===== src/rtl/flappy_pkg.sv =====
// ============================================================================
// Module      : flappy_pkg
// Description : Shared game-phase encoding and stage geometry constants.
// Revision    : 1.0 - initial release
// ============================================================================
`default_nettype none

package flappy_pkg;

    typedef enum logic [1:0] {
        ST_IDLE  = 2'd0,
        ST_RUN   = 2'd1,
        ST_PAUSE = 2'd2,
        ST_DEAD  = 2'd3
    } game_state_t;

    localparam int TEXEL_SCALE  = 4;
    // One ground pattern repeat is 7 texels wide.
    localparam int SHIFT_PERIOD = TEXEL_SCALE * 7;

endpackage : flappy_pkg

`default_nettype wire


===== src/rtl/mod_add_wrap.sv =====
// ============================================================================
// Module      : mod_add_wrap
// Description : Registered accumulator that adds a step modulo PERIOD.
// Revision    : 1.0 - initial release
// ============================================================================
`default_nettype none

module mod_add_wrap #(
    parameter int WIDTH  = 16,
    parameter int STEP_W = 4,
    parameter int PERIOD = 28
) (
    input  logic              clk,
    input  logic              rst,
    input  logic              i_en,
    input  logic              i_clr,
    input  logic [STEP_W-1:0] i_step,
    output logic [WIDTH-1:0]  o_value
);

    localparam logic [WIDTH:0] c_PERIOD = (WIDTH+1)'(PERIOD);

    logic [WIDTH-1:0] r_value;
    logic [WIDTH:0]   w_sum;
    logic [WIDTH:0]   w_wrapped;

    // One extra bit keeps the sum exact before the single wrap subtraction.
    assign w_sum     = {1'b0, r_value} + (WIDTH+1)'(i_step);
    assign w_wrapped = (w_sum >= c_PERIOD) ? (w_sum - c_PERIOD) : w_sum;

    always_ff @(posedge clk or posedge rst) begin
        if (rst) begin
            r_value <= '0;
        end else if (i_clr) begin
            r_value <= '0;
        end else if (i_en) begin
            r_value <= WIDTH'(w_wrapped);
        end
    end

    assign o_value = r_value;

endmodule : mod_add_wrap

`default_nettype wire


===== src/rtl/stage_scroll_ctrl.sv =====
// ============================================================================
// Module      : stage_scroll_ctrl
// Description : Game-phase FSM and per-frame stage scroll sequencer.
//               Optional speed ramp: define SCROLL_CTRL_SPEEDUP_EN.
// Revision    : 1.0 - initial release
// ============================================================================
`default_nettype none

module stage_scroll_ctrl
    import flappy_pkg::*;
#(
    parameter int SHIFT_PERIOD   = flappy_pkg::SHIFT_PERIOD,
    parameter int BASE_SPEED     = 2,
    parameter int MAX_SPEED      = 6,
    parameter int SPEEDUP_FRAMES = 600,
    parameter int DEAD_FRAMES    = 60
) (
    input  logic        clk,
    input  logic        rst,
    input  logic        frame_end,
    input  logic        start,
    input  logic        hit,
    input  logic        pause,
    output logic        new_frame,
    output logic [15:0] shift,
    output logic [3:0]  speed,
    output logic [1:0]  state,
    output logic        scrolling
);

    generate
        if (BASE_SPEED < 1 || BASE_SPEED > 15 || BASE_SPEED >= SHIFT_PERIOD ||
            MAX_SPEED < BASE_SPEED || MAX_SPEED > 15 || MAX_SPEED >= SHIFT_PERIOD ||
            SPEEDUP_FRAMES < 1 || DEAD_FRAMES < 1) begin : g_param_err
            $error("stage_scroll_ctrl: illegal speed/period/frame parameters");
        end
    endgenerate

    localparam int                 c_DCW      = $clog2(DEAD_FRAMES + 1);
    localparam logic [c_DCW-1:0]   c_DEAD_MAX = c_DCW'(DEAD_FRAMES);
    localparam logic [3:0]         c_BASE     = 4'(BASE_SPEED);

    game_state_t      r_state;
    game_state_t      w_state_next;
    logic [c_DCW-1:0] r_dead_cnt;
    logic             r_new_frame;
    logic             w_dead_done;
    logic             w_enter_dead;
    logic             w_enter_idle;
    logic             w_scroll_now;

    assign w_dead_done  = (r_dead_cnt >= c_DEAD_MAX);
    assign w_scroll_now = (r_state == ST_IDLE) || (r_state == ST_RUN);

    always_comb begin
        w_state_next = r_state;
        case (r_state)
            ST_IDLE:  if (start) w_state_next = ST_RUN;
            ST_RUN: begin
                if (hit)        w_state_next = ST_DEAD;
                else if (pause) w_state_next = ST_PAUSE;
            end
            ST_PAUSE: if (pause) w_state_next = ST_RUN;
            // A premature start is simply dropped.
            ST_DEAD:  if (start && w_dead_done) w_state_next = ST_IDLE;
            default:  w_state_next = ST_IDLE;
        endcase
    end

    assign w_enter_dead = (r_state != ST_DEAD) && (w_state_next == ST_DEAD);
    assign w_enter_idle = (r_state == ST_DEAD) && (w_state_next == ST_IDLE);

    always_ff @(posedge clk or posedge rst) begin
        if (rst) begin
            r_state     <= ST_IDLE;
            r_new_frame <= 1'b0;
        end else begin
            r_state     <= w_state_next;
            r_new_frame <= frame_end;
        end
    end

    always_ff @(posedge clk or posedge rst) begin
        if (rst) begin
            r_dead_cnt <= '0;
        end else if (w_enter_dead) begin
            r_dead_cnt <= '0;
        end else if ((r_state == ST_DEAD) && frame_end && !w_dead_done) begin
            r_dead_cnt <= r_dead_cnt + 1'b1;
        end
    end

`ifdef SCROLL_CTRL_SPEEDUP_EN
    localparam int               c_FCW  = $clog2(SPEEDUP_FRAMES + 1);
    localparam logic [c_FCW-1:0] c_LAST = c_FCW'(SPEEDUP_FRAMES - 1);
    localparam logic [3:0]       c_MAX  = 4'(MAX_SPEED);

    logic [c_FCW-1:0] r_frame_cnt;
    logic [3:0]       r_speed;

    // Frames only accrue while running; PAUSE and DEAD freeze the count.
    always_ff @(posedge clk or posedge rst) begin
        if (rst) begin
            r_frame_cnt <= '0;
            r_speed     <= c_BASE;
        end else if (w_enter_idle) begin
            r_frame_cnt <= '0;
            r_speed     <= c_BASE;
        end else if ((r_state == ST_RUN) && frame_end) begin
            if (r_frame_cnt == c_LAST) begin
                r_frame_cnt <= '0;
                r_speed     <= (r_speed >= c_MAX) ? c_MAX : (r_speed + 4'd1);
            end else begin
                r_frame_cnt <= r_frame_cnt + 1'b1;
            end
        end
    end

    assign speed = r_speed;
`else
    assign speed = c_BASE;
`endif

    // Scroll decision uses the pre-transition state.
    mod_add_wrap #(
        .WIDTH  (16),
        .STEP_W (4),
        .PERIOD (SHIFT_PERIOD)
    ) u_shift (
        .clk     (clk),
        .rst     (rst),
        .i_en    (frame_end && w_scroll_now),
        .i_clr   (w_enter_idle),
        .i_step  (speed),
        .o_value (shift)
    );

    assign new_frame = r_new_frame;
    assign state     = r_state;
    assign scrolling = w_scroll_now;

endmodule : stage_scroll_ctrl

`default_nettype wire

===== config.mk =====
export PLATFORM = sky130hd
export DESIGN_NAME = stage_scroll_ctrl
export DESIGN_NICKNAME = d
export VERILOG_FILES = /design/src/rtl/flappy_pkg.sv /design/src/rtl/mod_add_wrap.sv /design/src/rtl/stage_scroll_ctrl.sv
export SDC_FILE = /design/constraint.sdc
export NUM_CORES = 1
export LEC_CHECK = 0
export ABC_CLOCK_PERIOD_IN_PS = 3500
export CAP_MARGIN = 15
export CORE_MARGIN = 2
export CORE_UTILIZATION = 25
export CTS_CLUSTER_SIZE = 10
export DETAILED_ROUTE_END_ITERATION = 6
export GPL_TIMING_DRIVEN = 0
export SLEW_MARGIN = 10
export SYNTH_ARGS = -nofsm -noshare
export SYNTH_HDL_FRONTEND = slang
export SYNTH_SLANG_ARGS = --single-unit

===== constraint.sdc =====
create_clock -name clk -period 3.5 [get_ports clk]
set_clock_uncertainty 0.1 [all_clocks]
set_input_delay 1.05 -clock clk [delete_from_list [all_inputs] [get_ports clk]]
set_output_delay 1.05 -clock clk [all_outputs]
set_load 0.01 [all_outputs]

==> key figures <==
Power and ir drop
  – VDD IR max: 0.264 mV
  – Leakage power: 0.973 nW
  – Power Dens Cells: 794 mW/mm²

Global routing
  – Vias in the first global route: 1750
  – First-pass GRT wire length: 8340 µm
  – Largest net degree at the start of global routing: 25
  – Initial antenna violation count: 0
  – Global Route Usage Sum: 0.121
  – GRT overflow: 0

Clocking
  – Htree depth: 1
  – Clk root buf: clkbuf_8
  – CTS tree: built
  – CTS sink count: 24
  – Clk pin slew, worst setup/hold paths: 0.10 ns
  – TritonCTS buffer count: 3
  – Clk Latency, worst-skew pair: 0.28 ns
  – Post-CTS Repair Setup Buffers: 0
  – Hold Buf Count CTS: 0
  – CTS max path bufs: 2
  – Total of cells resized after clock tree synthesis: 0

Timing
  – RSZ-0062 raised after global routing: no
  – Slew Limit Fails: 0
  – Fmax: 0.322 GHz
  – Headroom to the max-slew limit: 0.366
  – Final setup viols: 0
  – Final setup margin: 0.399 ns
  – Fin crit share: 0.886
  – Slew @ Worst Pin: 0.950 ns
  – Final min period: 3.10 ns
  – Final Hold Viols: 0
  – Total negative slack: 0 ns

Detailed routing
  – Remaining antenna violation count: 0
  – Starting DRC count in detailed routing: 175
  – Vias/cell: 4.88
  – Vias: 1811
  – Drt drc: 0
  – Avg WL per Cell: 13.4 µm
  – Total Wirelength: 4970 µm
  – First-pass iteration count of the detailed router: 4

Critical path
  – Crit path launch type: flip-flop
  – Reg-to-reg startpoint: u_shift.o_value[2]
  – Arrival time worst endpoint: 3.18 ns
  – Reg2reg setup slack: 0.40 ns
  – Crit-path max FO: 10
  – CP Capture Type: flip-flop
  – Crit path from: u_shift.o_value[2]
  – Critical path data required time: 3.58 ns
  – Critical Path Sink: u_shift.o_value[12]
  – Setup Crit Path Kind: reg2reg
  – FF-to-FF End: u_shift.o_value[12]
  – R2R depth: 11

Synth
  – Compound-Gate Fraction of Synth Area: 0.210
  – Synth cell types: 56
  – Synthesized-area fraction occupied by adder cells: 0.0191
  – Synth async-reset ratio: 1.00
  – Post-synth top cells: dfrtp_1, nand2_1, nor2_1, o21ai_0, xnor2_1
  – YS warnings: 0
  – Number of synthesized flops with an enable pin: 0
  – XOR/XNOR share of the synthesized area: 0.0937
  – Largest family of logic cells by synthesized area: simple AND/OR/NAND/NOR gates
  – Synthesized flop and latch total: 24
  – Cell Area, Synth: 0.00196 mm²
  – Syn Inst Count: 238
  – Largest area contributor in the netlist: dfrtp_1
  – Count leader, synth: dfrtp_1
  – Multiplexer share of the synthesized area: 0.0210
  – Sequential share of the synthesized area: 0.306
  – Mean Syn Cell Area: 8.25 µm²
  – Simple-Gate Fraction of Synth Area: 0.265
  – Prevailing post-synth register cell: dfrtp_1
  – Post-synth top area share: 0.306
  – Main area contributors after synthesis: dfrtp_1, xnor2_1, o21ai_0

Cells and area
  – Area Growth Syn to Fin: 22.9%
  – Filler instances: 818
  – Fin area: 0.00241 mm²
  – N_diodes: 0
  – Final cell count without fillers: 371
  – Share of layout cells above drive strength 1: 0.123
  – Fin nets: 279
  – Final Util: 0.316

Placement
  – DP HPWL: 3700 µm
  – Area post-placement: 0.00234 mm²
  – Routability congestion estimate: 0.898
  – Buffers added on ports: 24
  – Placed insts: 367
  – Pre-CTS WS: 0.432 ns

Floorplanning
  – Die Footprint: 0.00858 mm²
  – Die H: 92.6 µm
  – I/O pins: 30
  – Core area: 0.00765 mm²
  – Initial Utilization: 0.257
  – Die width: 92.6 µm
  – Rows: 32

Run status
  – Status: complete, no violations

Flow run
  – Max cap viols: 0

Min path
  – Hold crit path type: reg2reg
## how the worst min path moves through the flow
stage                  startpoint            end  slack, ns  depth (start not counted)
finish              r_dead_cnt[5]  r_dead_cnt[5]       0.41                          2
global route        r_dead_cnt[0]  r_dead_cnt[0]       0.44                          1
CTS                 r_dead_cnt[0]  r_dead_cnt[0]       0.41                          1
detailed placement  r_dead_cnt[5]  r_dead_cnt[5]       0.39                          2
global placement    r_dead_cnt[5]  r_dead_cnt[5]       0.38                          2
floorplan           r_dead_cnt[5]  r_dead_cnt[5]       0.36                          2
## layout make-up
| class | count | area (µm²) | area share |
|---|---|---|---|
| Buffer | 18 | 108 | 0.0446 |
| Inverter | 14 | 52.6 | 0.0218 |
| Timing Repair Buffer | 24 | 240 | 0.0995 |
| Sequential cell | 24 | 601 | 0.249 |
| Tap cell | 102 | 128 | 0.0529 |
| Clock buffer | 3 | 41.3 | 0.0171 |
| Multi-Input combinational cell | 185 | 1210 | 0.503 |
| Clock inverter | 1 | 30.0 | 0.0124 |
## report_power, final
group	internal [mW]	switching [mW]	leakage, nW
logic	0.529	0.635	0.629
clock network	0.153	0.106	0.0357
registers	0.372	0.121	0.308
total	1.05	0.861	0.973
## placed cells by master (no fill, tap or decap), types with 2 or more instances in the layout
cell	n
inv_1	14
nor2_1	20
ha_1	3
clkbuf_8	3
dfrtp_1	24
or3_1	5
o21ai_0	17
nor2b_1	5
xor2_1	4
clkdlybuf4s50_1	24
o211ai_2	4
clkbuf_1	4
nor4_4	2
and3_1	2
o22ai_1	4
conb_1	5
buf_4	5
and2_1	3
a221o_1	2
nand3_1	14
o211ai_1	2
nand2_1	20
a31oi_1	2
buf_1	2
nand4_1	2
a21o_1	3
nor3_1	9
xnor2_1	17
a21oi_1	10
a31o_2	2
buf_6	2
mux2i_1	3
buf_2	5
## kinds of logic (layout without fill, tap and decap cells)
logic type      after synthesis  after routing
simple gates                 93             93
compound gates               59             59
buf+inv                      32             60
flops                        24             24
xor+xnor                     21             21
mux                           4              4
fa+ha+maj                     3              3
other cells                   2              5
## state kept, by name, indices dropped and copies added, names as in the netlist
register	cells
u_shift.o_value	15
state	2
new_frame	1
r_dead_cnt	6
## layer usage
metal	vias to the layer above	track usage	part of all wire
met1	842	0.161	0.46
met2	52	0.196	0.46
met5	-	0	0
li1	903	-	-
met4	0	0.0466	0.029
met3	14	0.0220	0.055
## stage by stage
stage / hold WS [ns] / power (mW)
6_report: 0.405 / 1.92
5_1_grt: 0.444 / 2.08
4_1_cts: 0.410 / 1.93
3_5_place_dp: 0.390 / 1.66
3_3_place_gp: 0.382 / 1.65
2_1_floorplan: 0.362 / 1.30
## worst max-delay path: stages, from the launching register on
cell      delay [ns]
dfrtp_1         0.55
ha_1            0.37
nor2b_1         0.10
or2_2           0.31
ha_1            0.23
a31oi_1         0.27
o211ai_2        0.22
buf_6           0.20
o211ai_2        0.17
xnor2_1         0.15
nor3_1          0.06
a221o_1         0.26
Power figures use the tool's default switching activity.
